### src/rtl/mbinit_valtrain_pattern.sv
// VALTRAIN pattern generator and detector for the MBINIT.REPAIRVAL step.
// Define VAL_ERR_CNT_EN to add o_VAL_Err_Count (saturating count of tracked-iteration mismatches).
module mbinit_valtrain_pattern #(
   parameter int unsigned ITERATIONS = 128,
   parameter int unsigned THRESHOLD  = 16,
   parameter int unsigned CNT_W      = 8
) (
   input  logic             CLK,
   input  logic             rst_n,
   input  logic             i_Pattern_En,
   input  logic             i_Detect_En,
   input  logic             i_VAL_Rx,
   output logic             o_VAL_Tx,
   output logic             o_VAL_Pattern_done,
   output logic             o_VAL_Result,
   output logic             o_VAL_Result_valid
`ifdef VAL_ERR_CNT_EN
   ,
   output logic [CNT_W-1:0] o_VAL_Err_Count
`endif
);

   localparam logic [1:0] G_IDLE = 2'd0;
   localparam logic [1:0] G_SEND = 2'd1;
   localparam logic [1:0] G_DONE = 2'd2;

   localparam logic [1:0] D_IDLE   = 2'd0;
   localparam logic [1:0] D_SEARCH = 2'd1;
   localparam logic [1:0] D_TRACK  = 2'd2;
   localparam logic [1:0] D_HOLD   = 2'd3;

   localparam logic [7:0]       PATTERN   = 8'hF0;
   localparam logic [CNT_W-1:0] LAST_ITER = CNT_W'(ITERATIONS - 1);
   localparam logic [CNT_W-1:0] RUN_MAX   = CNT_W'(THRESHOLD);
   localparam logic [CNT_W-1:0] CNT_ONE   = CNT_W'(1);

   logic [1:0]       g_state_q, g_state_d;
   logic [2:0]       bit_cnt_q, bit_cnt_d;
   logic [CNT_W-1:0] iter_cnt_q, iter_cnt_d;
   logic             tx_q, tx_d;
   logic             done_q, done_d;

   logic [1:0]       d_state_q, d_state_d;
   logic [6:0]       sr_q, sr_d;
   logic [7:0]       win;
   logic [2:0]       phase_q, phase_d;
   logic [CNT_W-1:0] run_q, run_d;
   logic             result_q, result_d;
   logic             valid_q, valid_d;
`ifdef VAL_ERR_CNT_EN
   logic [CNT_W-1:0] err_q, err_d;
`endif

   // Generator: bit_cnt_q/iter_cnt_q index the bit currently on o_VAL_Tx.
   always_comb begin
      g_state_d  = g_state_q;
      bit_cnt_d  = bit_cnt_q;
      iter_cnt_d = iter_cnt_q;
      tx_d       = 1'b0;
      done_d     = 1'b0;
      if (!i_Pattern_En) begin
         g_state_d  = G_IDLE;
         bit_cnt_d  = '0;
         iter_cnt_d = '0;
      end else begin
         case (g_state_q)
            G_IDLE: begin
               g_state_d  = G_SEND;
               bit_cnt_d  = '0;
               iter_cnt_d = '0;
               tx_d       = 1'b1;
            end
            G_SEND: begin
               if (bit_cnt_q == 3'd7) begin
                  bit_cnt_d = '0;
                  if (iter_cnt_q == LAST_ITER) begin
                     g_state_d  = G_DONE;
                     iter_cnt_d = '0;
                     done_d     = 1'b1;
                  end else begin
                     iter_cnt_d = iter_cnt_q + CNT_ONE;
                     tx_d       = 1'b1;
                  end
               end else begin
                  bit_cnt_d = bit_cnt_q + 3'd1;
                  tx_d      = ~bit_cnt_d[2];
               end
            end
            G_DONE: done_d = 1'b1;
            default: g_state_d = G_IDLE;
         endcase
      end
   end

   always_ff @(posedge CLK or negedge rst_n) begin
      if (!rst_n) begin
         g_state_q  <= G_IDLE;
         bit_cnt_q  <= '0;
         iter_cnt_q <= '0;
         tx_q       <= 1'b0;
         done_q     <= 1'b0;
      end else begin
         g_state_q  <= g_state_d;
         bit_cnt_q  <= bit_cnt_d;
         iter_cnt_q <= iter_cnt_d;
         tx_q       <= tx_d;
         done_q     <= done_d;
      end
   end

   // sr_q keeps the 7 previous bits; the incoming bit completes the 8-bit window.
   assign win = {sr_q, i_VAL_Rx};

   always_comb begin
      d_state_d = d_state_q;
      sr_d      = sr_q;
      phase_d   = phase_q;
      run_d     = run_q;
      result_d  = result_q;
      valid_d   = valid_q;
`ifdef VAL_ERR_CNT_EN
      err_d     = err_q;
`endif
      case (d_state_q)
         D_IDLE, D_HOLD: begin
            if (i_Detect_En) begin
               d_state_d = D_SEARCH;
               sr_d      = {6'b0, i_VAL_Rx};
               phase_d   = '0;
               run_d     = '0;
               result_d  = 1'b0;
               valid_d   = 1'b0;
`ifdef VAL_ERR_CNT_EN
               err_d     = '0;
`endif
            end
         end
         D_SEARCH: begin
            if (!i_Detect_En) begin
               d_state_d = D_HOLD;
               valid_d   = 1'b1;
            end else begin
               sr_d = win[6:0];
               if (win == PATTERN) begin
                  d_state_d = D_TRACK;
                  run_d     = CNT_ONE;
                  phase_d   = '0;
               end
            end
         end
         D_TRACK: begin
            if (!i_Detect_En) begin
               d_state_d = D_HOLD;
               valid_d   = 1'b1;
            end else begin
               sr_d    = win[6:0];
               phase_d = phase_q + 3'd1;
               if (phase_q == 3'd7) begin
                  if (win == PATTERN) begin
                     if (run_q != RUN_MAX) run_d = run_q + CNT_ONE;
                  end else begin
                     d_state_d = D_SEARCH;
                     run_d     = '0;
                     phase_d   = '0;
`ifdef VAL_ERR_CNT_EN
                     if (err_q != '1) err_d = err_q + CNT_ONE;
`endif
                  end
               end
            end
         end
         default: d_state_d = D_IDLE;
      endcase
      // Sticky pass: a later mismatch resets run but never the result.
      if (run_d == RUN_MAX) result_d = 1'b1;
   end

   always_ff @(posedge CLK or negedge rst_n) begin
      if (!rst_n) begin
         d_state_q <= D_IDLE;
         sr_q      <= '0;
         phase_q   <= '0;
         run_q     <= '0;
         result_q  <= 1'b0;
         valid_q   <= 1'b0;
`ifdef VAL_ERR_CNT_EN
         err_q     <= '0;
`endif
      end else begin
         d_state_q <= d_state_d;
         sr_q      <= sr_d;
         phase_q   <= phase_d;
         run_q     <= run_d;
         result_q  <= result_d;
         valid_q   <= valid_d;
`ifdef VAL_ERR_CNT_EN
         err_q     <= err_d;
`endif
      end
   end

   assign o_VAL_Tx           = tx_q;
   assign o_VAL_Pattern_done = done_q;
   assign o_VAL_Result       = result_q;
   assign o_VAL_Result_valid = valid_q;
`ifdef VAL_ERR_CNT_EN
   assign o_VAL_Err_Count    = err_q;
`endif

endmodule

### config.mk
export PLATFORM = sky130hd
export DESIGN_NAME = mbinit_valtrain_pattern
export DESIGN_NICKNAME = d
export VERILOG_FILES = /design/src/rtl/mbinit_valtrain_pattern.sv
export SDC_FILE = /design/constraint.sdc
export NUM_CORES = 1
export LEC_CHECK = 0
export CORE_MARGIN = 2
export CORE_UTILIZATION = 57
export CTS_BUF_LIST = sky130_fd_sc_hd__clkbuf_2 sky130_fd_sc_hd__clkbuf_4 sky130_fd_sc_hd__clkbuf_8
export DETAILED_ROUTE_END_ITERATION = 10
export PLACE_DENSITY = 0.74
export SYNTH_ARGS = -nofsm -noshare
export SYNTH_HDL_FRONTEND = slang
export SYNTH_SLANG_ARGS = --single-unit
### constraint.sdc
create_clock -name CLK -period 2.7 [get_ports CLK]
set_input_delay 0.54 -clock CLK [delete_from_list [all_inputs] [get_ports CLK]]
set_output_delay 0.54 -clock CLK [all_outputs]
set_load 0.005 [all_outputs]
==> run_results.csv, run 1 <==
group,metric,value,unit
run_status,outcome,"complete, no violations",
synth,syn-num-nets,252,
timing,setup_viol,0,
timing,hold_violations,0,
global_routing,grt_pass1_vias,1835,
clock_network,cts_setup_buffers,0,
clock_network,cts.sinks,37,
route,top_layer,"met4",
power,leakagePower,1.019,nW
finish,final_area,0.002466,sq mm
route,totalWireLength,4592,microns
global_routing,grt_max_degree,38,
timing,tightest_slew,0.7890,ns
timing,timing.hold.ws,0.3199,ns
route,dr_wl_met2,2103,microns
floorplanning,core,0.003689,sq mm
global_routing,grt-ovfl-total,0,
finish,layout-drive-gt1-share,12.70,%
clock_network,cts_hold_buffers,0,
synth,synth_edf_count,0,
global_routing,grt_pass1_wl,8362,microns
worst_hold_path,hp-class,"in -> async",
route,route.detailed.drc,0,
clock_network,clk_path_buf_depth,2,
timing,finalSetupTns,0,ns
timing,maxSlewViolCount,0,
timing,relSlewSlack,47.40,%
finish,antennaDiodeCount,0,
floorplanning,die_w,66.10,microns
power,ir_worst_vdd,0.0005167,V
timing,period_share,91.48,%
critical_path,worst-setup-path-type,"in -> reg",
synth,async_flop_share,100.0,%
timing,fin_crit,2.470,ns
synth,synth_compound_area_share,20.89,%
floorplanning,chipHeight,66.10,microns
critical_path,critPathArrivalTime,2.66,ns
timing,skew,0.006185,ns
synth,synth-xor-area-share,1.992,%
finish,mostFrequentLayoutCells,"dfrtp_1, nand2_1, nor2_1, ha_1",
finish,nFillCells,317,
critical_path,end_kind,"flop",
synth,ys_warn_count,0,
synth,ys_seq_area_share,42.12,%
critical_path,crit_path_start_kind,"input port",
finish,layout.cells.most_common,"dfrtp_1",
timing,rsz0062_at_grt,"false",
floorplanning,die-area,0.004369,sq mm
synth,muxShareOfSynthArea,0.9676,%
critical_path,r2r_setup_slack,0.43,ns
floorplanning,std_cell_rows,22,
finish,layout.nets,269,
place,postPlaceCellArea,0.002375,sq mm
route,drtAntennaViolNets,0,
floorplanning,io_pins,9,
global_routing,antenna_found_initial,0,
critical_path,worst_ep_required_time,2.89,ns
clock_network,cts_tree,"yes",
clock_network,ctsResizeCount,0,
synth,syn_area,0.002198,sq mm
route,first_pass_iters,4,
clock_network,path_clk_slew,0.08,ns
synth,ys_ff_latch,37,
job,drv_cap,0,
synth,synth_top_family_by_area,"simple AND/OR/NAND/NOR gates",
power,powerDensity,772.8,mW/mm^2
route,wl_met3,235,microns
global_routing,grtUsageTotal,24.84,%
synth,synth-simple-area-share,22.42,%
synth,synth_area_per_cell,9.395,sq um
synth,synth_cells,234,
place,place_congestion,0.8811,
place,dp_hpwl,3269,microns
clock_network,cts_max_level,2,
route,wl_per_cell,15.31,microns
route,vias,1839,
route,drt-initial-drc-count,251,
timing,timing.fmax,404.9,MHz
synth,synthAdderAreaFrac,7.854,%
route,vias_per_cell,6.130,
synth,synth_ff_type,"dfrtp_1",
clock_network,clock_latency,0.29,ns
clock_network,clock-root-buffer,"clkbuf_8",
finish,area_growth,12.18,%
clock_network,numCtsBuffers,5,
route,met1_length,2168,microns
place,io_buffers,8,
critical_path,cp_max_fo,7,
floorplanning,start_util,59.60,%
synth,ys_types,57,
-- stage by stage --
step | power (W) | utilization [%] | setup slack [ns] | cells
after floorplan | 0.001266 | - | 0.4727 | 234
after global placement | 0.001491 | 64.38 | -0.004909 | 292
after detailed placement | 0.001505 | 64.38 | -0.05602 | 292
after CTS | 0.001911 | 66.86 | 0.2567 | 300
after global routing | 0.002052 | 66.86 | 0.1551 | 300
final | 0.001906 | 66.86 | 0.2302 | 300
-- cell usage after synthesis, types with 6 or more instances --
cell type	n	share of area (%)
a21oi_1	12	2.7
clkbuf_1	8	1.4
dfrtp_1	37	42
ha_1	13	7.4
inv_1	8	1.4
nand2_1	31	5.3
nand2b_1	6	1.7
nand3_1	6	1.4
nand4_1	8	2.3
nor2_1	13	2.2
o21ai_0	7	1.6
o21ai_1	6	1.4
o2bb2ai_1	6	2.4
-- routing by layer --
layer,vias to the layer above,global-route usage (%)
met5,-,0
met4,0,9.439
met2,65,38.38
met1,871,33.37
li1,893,-
met3,10,6.474
-- worst max-delay path, stage by stage --
cell and delay, ns:
clkdlybuf4s50_1 0.45, or4_4 0.62, a211o_1 0.34, a21oi_2 0.21
a221o_1 0.20, a221oi_2 0.04, a32o_1 0.25
-- area by class of cell --
type / count / area (sq um) / share of cell area, %
Sequential cell: 37 / 925.9 / 37.54
Tap cell: 48 / 60.06 / 2.435
Timing Repair Buffer: 20 / 165.2 / 6.697
Clock inverter: 2 / 15.01 / 0.6088
Inverter: 9 / 33.78 / 1.370
Clock buffer: 6 / 76.32 / 3.095
Multi-Input combinational cell: 178 / 1190 / 48.25
-- path summary, 6_finish.rpt --
kind | startpoint | endpoint | cells past startpoint
setup / recovery | i_VAL_Rx | o_VAL_Result | 7
hold / removal | rst_n | iter_cnt_q[5] | 1
setup reg to reg | d_state_q[0] | o_VAL_Result | 8
hold reg to reg | phase_q[0] | phase_q[0] | 1
max in group asynchronous | rst_n | d_state_q[1] | 1
min in group CLK | phase_q[0] | phase_q[0] | 1
-- registers in the layout (all words and copies together), names as in the netlist --
name,count
o_VAL_Result_valid,1
o_VAL_Result,1
run_q,8
g_state_q,2
sr_q,7
bit_cnt_q,3
o_VAL_Tx,1
iter_cnt_q,8
phase_q,3
o_VAL_Pattern_done,1
d_state_q,2
-- cell families after synthesis --
family,count (synthesis)
fa+ha+maj,14
mux,2
xor+xnor,5
compound gates,64
simple gates,93
flops,37
buf+inv,19
-- where the power goes --
group / leakage (nW) / internal [W] / total (W) / switching, W
logic: 0.478 / 0.000317 / 0.000790 / 0.000473
clock network: 0.0408 / 0.000192 / 0.000398 / 0.000206
registers: 0.500 / 0.000644 / 0.000718 / 0.0000743
Note: power is estimated with default switching activity, not from simulation.
==> run 2, diff against run 1 <==
Settings changed: CORE_UTILIZATION 57 to 35, PLACE_DENSITY 0.74 to 0.5.
==> run 2 against run 1 <==
Cell area is 1.3% higher; maximum frequency hardly changed; clock power is 4% higher; wire length is 0.96% higher; final cell count is 8.7% higher; critical path depth stayed put; critical endpoint unchanged; largest cell class unchanged.
==> run_results.csv, run 2 (synthesis results as in run 1) <==
group,metric,value,unit
run_status,outcome,"complete, no violations",
floorplanning,std_cell_rows,28,
place,place_congestion,0.8140,
critical_path,worst_ep_required_time,2.87,ns
timing,period_share,91.54,%
route,vias_per_cell,5.362,
global_routing,grt_pass1_wl,7797,microns
global_routing,grt-ovfl-total,0,
place,io_buffers,8,
clock_network,cts_tree,"yes",
route,totalWireLength,4636,microns
critical_path,end_kind,"flop",
critical_path,cp_max_fo,7,
timing,tightest_slew,0.8156,ns
finish,mostFrequentLayoutCells,"dfrtp_1, nand2_1, nor2_1, ha_1, a21oi_1",
floorplanning,io_pins,9,
finish,area_growth,13.60,%
floorplanning,chipHeight,83.25,microns
route,first_pass_iters,4,
power,p_clk_share,21.6,%
clock_network,clock_latency,0.29,ns
finish,layout.nets,268,
critical_path,crit_buf_inv,1,
timing,hold_violations,0,
route,wl_per_cell,14.22,microns
critical_path,critPathArrivalTime,2.65,ns
power,p_sw,0.0007434,W
route,vias,1748,
floorplanning,die_w,83.25,microns
finish,final_area,0.002497,sq mm
power,power_frac_seq,37.6,%
clock_network,cts_max_level,2,
clock_network,ctsResizeCount,0,
power,leakagePower,1.026,nW
clock_network,cts_setup_buffers,0,
power,swShare,39.03,%
timing,finalSetupTns,0,ns
timing,setup_viol,0,
power,ir_worst_vdd,0.0004203,V
finish,antennaDiodeCount,0,
power,internal-power,0.001161,W
critical_path,path_delay_family,"compound AO/OA/AOI/OAI gates",
power,powerDensity,762.6,mW/mm^2
critical_path,worst-setup-path-type,"in -> reg",
timing,rsz0062_at_grt,"false",
critical_path,cp_slowest_cell,"or4_4",
critical_path,path_cells,"clkdlybuf4s50_1, or4_4, a211o_1, a21oi_2, a221o_1, a221oi_2, a32o_1",
place,postPlaceCellArea,0.002401,sq mm
clock_network,clk_path_buf_depth,2,
global_routing,grt_max_degree,38,
route,drtAntennaViolNets,0,
job,drv_cap,0,
clock_network,numCtsBuffers,5,
place,dp_hpwl,3298,microns
global_routing,grtUsageTotal,13.88,%
timing,relSlewSlack,45.63,%
timing,maxSlewViolCount,0,
worst_hold_path,hp-class,"in -> async",
route,route.detailed.drc,0,
clock_network,clock-root-buffer,"clkbuf_8",
route,drt-initial-drc-count,104,
clock_network,path_clk_slew,0.08,ns
finish,layout-drive-gt1-share,12.35,%
finish,largestRegisters,"iter_cnt_q: 8 flops, run_q: 8 flops, sr_q: 7 flops",
finish,layout.cells.most_common,"dfrtp_1",
timing,fin_crit,2.472,ns
clock_network,cts.sinks,37,
clock_network,cts_hold_buffers,0,
floorplanning,core,0.005991,sq mm
timing,timing.fmax,404.6,MHz
global_routing,grt_pass1_vias,1598,
global_routing,antenna_found_initial,0,
critical_path,slowest_delay,0.61,ns
critical_path,crit_path_start_kind,"input port",
power,combPwrFrac,40.7,%
floorplanning,die-area,0.006931,sq mm
floorplanning,start_util,36.70,%
timing,skew,0.004695,ns
[run 2: cell count changes in the layout (fill, tap and decap cells not counted)]
| cell | delta |
|---|---|
| buf_4 | -1 |
| clkinv_2 | +1 |
| clkbuf_4 | -1 |
| clkinvlp_4 | -2 |
| clkinv_4 | +1 |
| clkbuf_8 | +1 |
[run 2: area by class of cell]
type / instances / area [sq um]
inverter: 9 / 33.78
fill: 572 / 3493
timing repair buffer: 19 / 157.7
clock buffer: 6 / 82.58
tap: 75 / 93.84
sequential: 37 / 925.9
multi-input combinational: 178 / 1190
clock inverter: 2 / 13.76
[run 2: worst paths after layout]
| path | start | to | slack [ns] | cells past startpoint |
|---|---|---|---|---|
| setup / recovery | i_VAL_Rx | o_VAL_Result | 0.23 | 7 |
| hold / removal | rst_n | iter_cnt_q[4] | 0.34 | 1 |
| setup reg to reg | d_state_q[0] | o_VAL_Result | 0.32 | 8 |
| hold reg to reg | phase_q[0] | phase_q[0] | 0.49 | 1 |
| max in group asynchronous | rst_n | run_q[7] | 1.84 | 1 |
| min in group CLK | phase_q[0] | phase_q[0] | 0.49 | 1 |
[run 2: stage by stage]
step | hold WS [ns] | setup slack (ns) | util, % | total power [W] | instances
final | 0.3392 | 0.2285 | 41.69 | 0.001905 | 326
after global routing | 0.4150 | 0.1094 | 41.69 | 0.002060 | 326
after CTS | 0.3728 | 0.2482 | 41.69 | 0.001923 | 326
after detailed placement | 0.4756 | -0.06049 | 40.08 | 0.001503 | 318
after global placement | 0.4774 | -0.02533 | 40.08 | 0.001509 | 318
after floorplan | 0.2444 | 0.4727 | - | 0.001266 | 234
[run 2: power by group through the flow]
stage | clock (W) | sequential, W | combinational (W)
finish | 0.000412 | 0.000717 | 0.000776
global route | 0.000444 | 0.000728 | 0.000888
CTS | 0.000424 | 0.000716 | 0.000783
detailed placement | 0 | 0.000725 | 0.000778
global placement | 0 | 0.000724 | 0.000785
floorplan | 0 | 0.000712 | 0.000554
[run 2: metal layers]
| metal | vias to the layer above | part of all wire, % | GRT usage [%] |
|---|---|---|---|
| met5 | - | 0 | 0 |
| met4 | 0 | 1.1 | 3.875 |
| met3 | 7 | 5.2 | 3.380 |
| met2 | 39 | 40 | 18.91 |
| met1 | 803 | 53 | 21.48 |
| li1 | 899 | - | - |
==> run 3, diff against run 2 <==
Settings changed: PLACE_DENSITY 0.5 to default.
==> run 3 against run 2 <==
Clock power increased by 25%; worst hold slack worse by 0.011 ns; sequential share of layout area is 0.67 points lower; highest routed layer unchanged; first-iteration DRC count rose by 38%; setup slack gained 0.013 ns; critical endpoint unchanged; non-clock buffer count up 3; clock skew shrank 0.0013 ns; clock-buffer cell count is the same; global-route usage grew 0.89 points.
==> run_results.csv, run 3 (synthesis results as in run 1) <==
group,metric,value,unit
run_status,outcome,"complete, no violations",
critical_path,worst_ep_required_time,2.89,ns
timing,hold_violations,0,
clock_network,clock-root-buffer,"clkbuf_8",
critical_path,path_delay_family,"compound AO/OA/AOI/OAI gates",
timing,setup_viol,0,
place,dp_hpwl,3282,microns
global_routing,grt-ovfl-total,0,
global_routing,grt_pass1_wl,8487,microns
timing,skew,0.003425,ns
floorplanning,chipHeight,83.25,microns
route,drtAntennaViolNets,0,
finish,seq_area,925.9,sq um
route,vias_per_cell,5.574,
critical_path,cp_max_fo,7,
critical_path,crit_path_start_kind,"input port",
timing,timing.fmax,406.8,MHz
power,p_sw,0.0007476,W
finish,layout.cells.most_common,"dfrtp_1",
timing,period_share,91.05,%
finish,area_growth,15.71,%
floorplanning,std_cell_rows,28,
floorplanning,die_w,83.25,microns
power,power_frac_seq,35.9,%
route,route.detailed.drc,0,
finish,multiInputGateArea,0.001190,sq mm
finish,nFillCells,588,
global_routing,grt_max_degree,38,
worst_hold_path,hp-class,"in -> async",
route,dr_wl_met2,2287,microns
critical_path,slowest_delay,0.62,ns
power,p_clk_share,25.8,%
clock_network,cts_tree,"yes",
floorplanning,io_pins,9,
power,internal-power,0.001246,W
clock_network,path_clk_slew,0.08,ns
finish,layout-drive-gt1-share,13.39,%
floorplanning,start_util,36.70,%
finish,antennaDiodeCount,0,
timing,rsz0062_at_grt,"false",
timing,fin_crit,2.458,ns
route,top_layer,"met4",
clock_network,numCtsBuffers,5,
clock_network,cts.sinks,37,
timing,tightest_slew,0.8307,ns
global_routing,grt_pass1_vias,1834,
place,place_congestion,0.8518,
place,placed_cells,321,
critical_path,worst-setup-path-type,"in -> reg",
route,met1_length,2218,microns
timing,finalSetupTns,0,ns
power,leakagePower,1.046,nW
critical_path,crit_buf_inv,1,
place,io_buffers,8,
finish,largestRegisters,"iter_cnt_q: 8 flops, run_q: 8 flops, sr_q: 7 flops",
floorplanning,die-area,0.006931,sq mm
critical_path,critPathArrivalTime,2.65,ns
power,combPwrFrac,38.3,%
clock_network,cts_setup_buffers,0,
critical_path,path_cells,"clkdlybuf4s50_1, or4_4, a211o_1, a21oi_2, a221o_1, a221oi_2, a32o_1",
timing,timing.hold.ws,0.3284,ns
clock_network,ctsResizeCount,0,
critical_path,end_kind,"flop",
clock_network,clk_path_buf_depth,2,
finish,layout.nets,271,
global_routing,grtUsageTotal,14.77,%
route,vias,1834,
global_routing,antenna_found_initial,0,
finish,fin_cells,329,
route,wl_per_cell,14.59,microns
timing,maxSlewViolCount,0,
timing,relSlewSlack,44.62,%
clock_network,clock_latency,0.30,ns
route,wl_met3,226,microns
power,power,0.001994,W
critical_path,cp_slowest_cell,"or4_4",
route,first_pass_iters,4,
finish,mostFrequentLayoutCells,"dfrtp_1, nand2_1, buf_4",
route,totalWireLength,4801,microns
clock_network,cts_hold_buffers,0,
power,swShare,37.50,%
power,ir_worst_vdd,0.0005497,V
power,powerDensity,783.8,mW/mm^2
route,drt-initial-drc-count,143,
floorplanning,core,0.005991,sq mm
clock_network,cts_max_level,2,
job,drv_cap,0,
[run 3: cell count changes in the layout (fill, tap and decap cells not counted)]
cell | before | now
clkinvlp_4 | 0 | 1
buf_4 | 11 | 14
bufinv_16 | 0 | 1
clkinv_4 | 1 | 0
clkinv_2 | 1 | 0
[run 3: worst reg2reg max path, cell delays in order, from the launching register on]
cell	delay, ns
dfrtp_1	0.38
inv_1	0.05
ha_1	0.63
o21ai_0	0.14
and2_1	0.18
o221a_1	0.23
a41o_1	0.23
nor4b_2	0.16
a32o_1	0.26
[run 3: cell type report]
type | count | share of cell area, %
sequential | 37 | 36.40
clock buffer | 6 | 3.246
tap | 75 | 3.689
timing repair buffer | 22 | 7.083
clock inverter | 2 | 1.476
multi-input combinational | 178 | 46.78
inverter | 9 | 1.328
[run 3: worst paths after layout]
kind | from | to | slack (ns) | cells past startpoint
worst max-delay path | i_VAL_Rx | o_VAL_Result | 0.24 | 7
worst min-delay path | rst_n | run_q[2] | 0.33 | 1
worst max register to register | d_state_q[0] | o_VAL_Result | 0.34 | 8
worst min register to register | phase_q[0] | phase_q[0] | 0.48 | 1
max in group asynchronous | rst_n | iter_cnt_q[1] | 1.84 | 1
min in group CLK | phase_q[0] | phase_q[0] | 0.48 | 1
[run 3: layer usage]
metal	vias up	global-route usage [%]
met5	-	0
met4	0	4.769
met3	10	4.274
met2	41	24.05
met1	886	18.85
li1	897	-
[run 3: power groups by stage]
stage,sequential (W),clock (W),combinational (W)
after floorplan,0.000712,0,0.000554
after global placement,0.000726,0,0.000758
after detailed placement,0.000727,0,0.000764
after CTS,0.000718,0.000524,0.000769
after global routing,0.000734,0.000548,0.000873
final,0.000716,0.000515,0.000763
[run 3: per-stage QoR]
step           util, %  worst slack [ns]  area [sq um]
2_1_floorplan        -            0.4727          2198
3_3_place_gp     40.46          -0.02627          2424
3_5_place_dp     40.46          -0.07006          2424
4_1_cts          42.46            0.2448          2544
5_1_grt          42.46            0.1752          2544
6_report         42.46            0.2416          2544
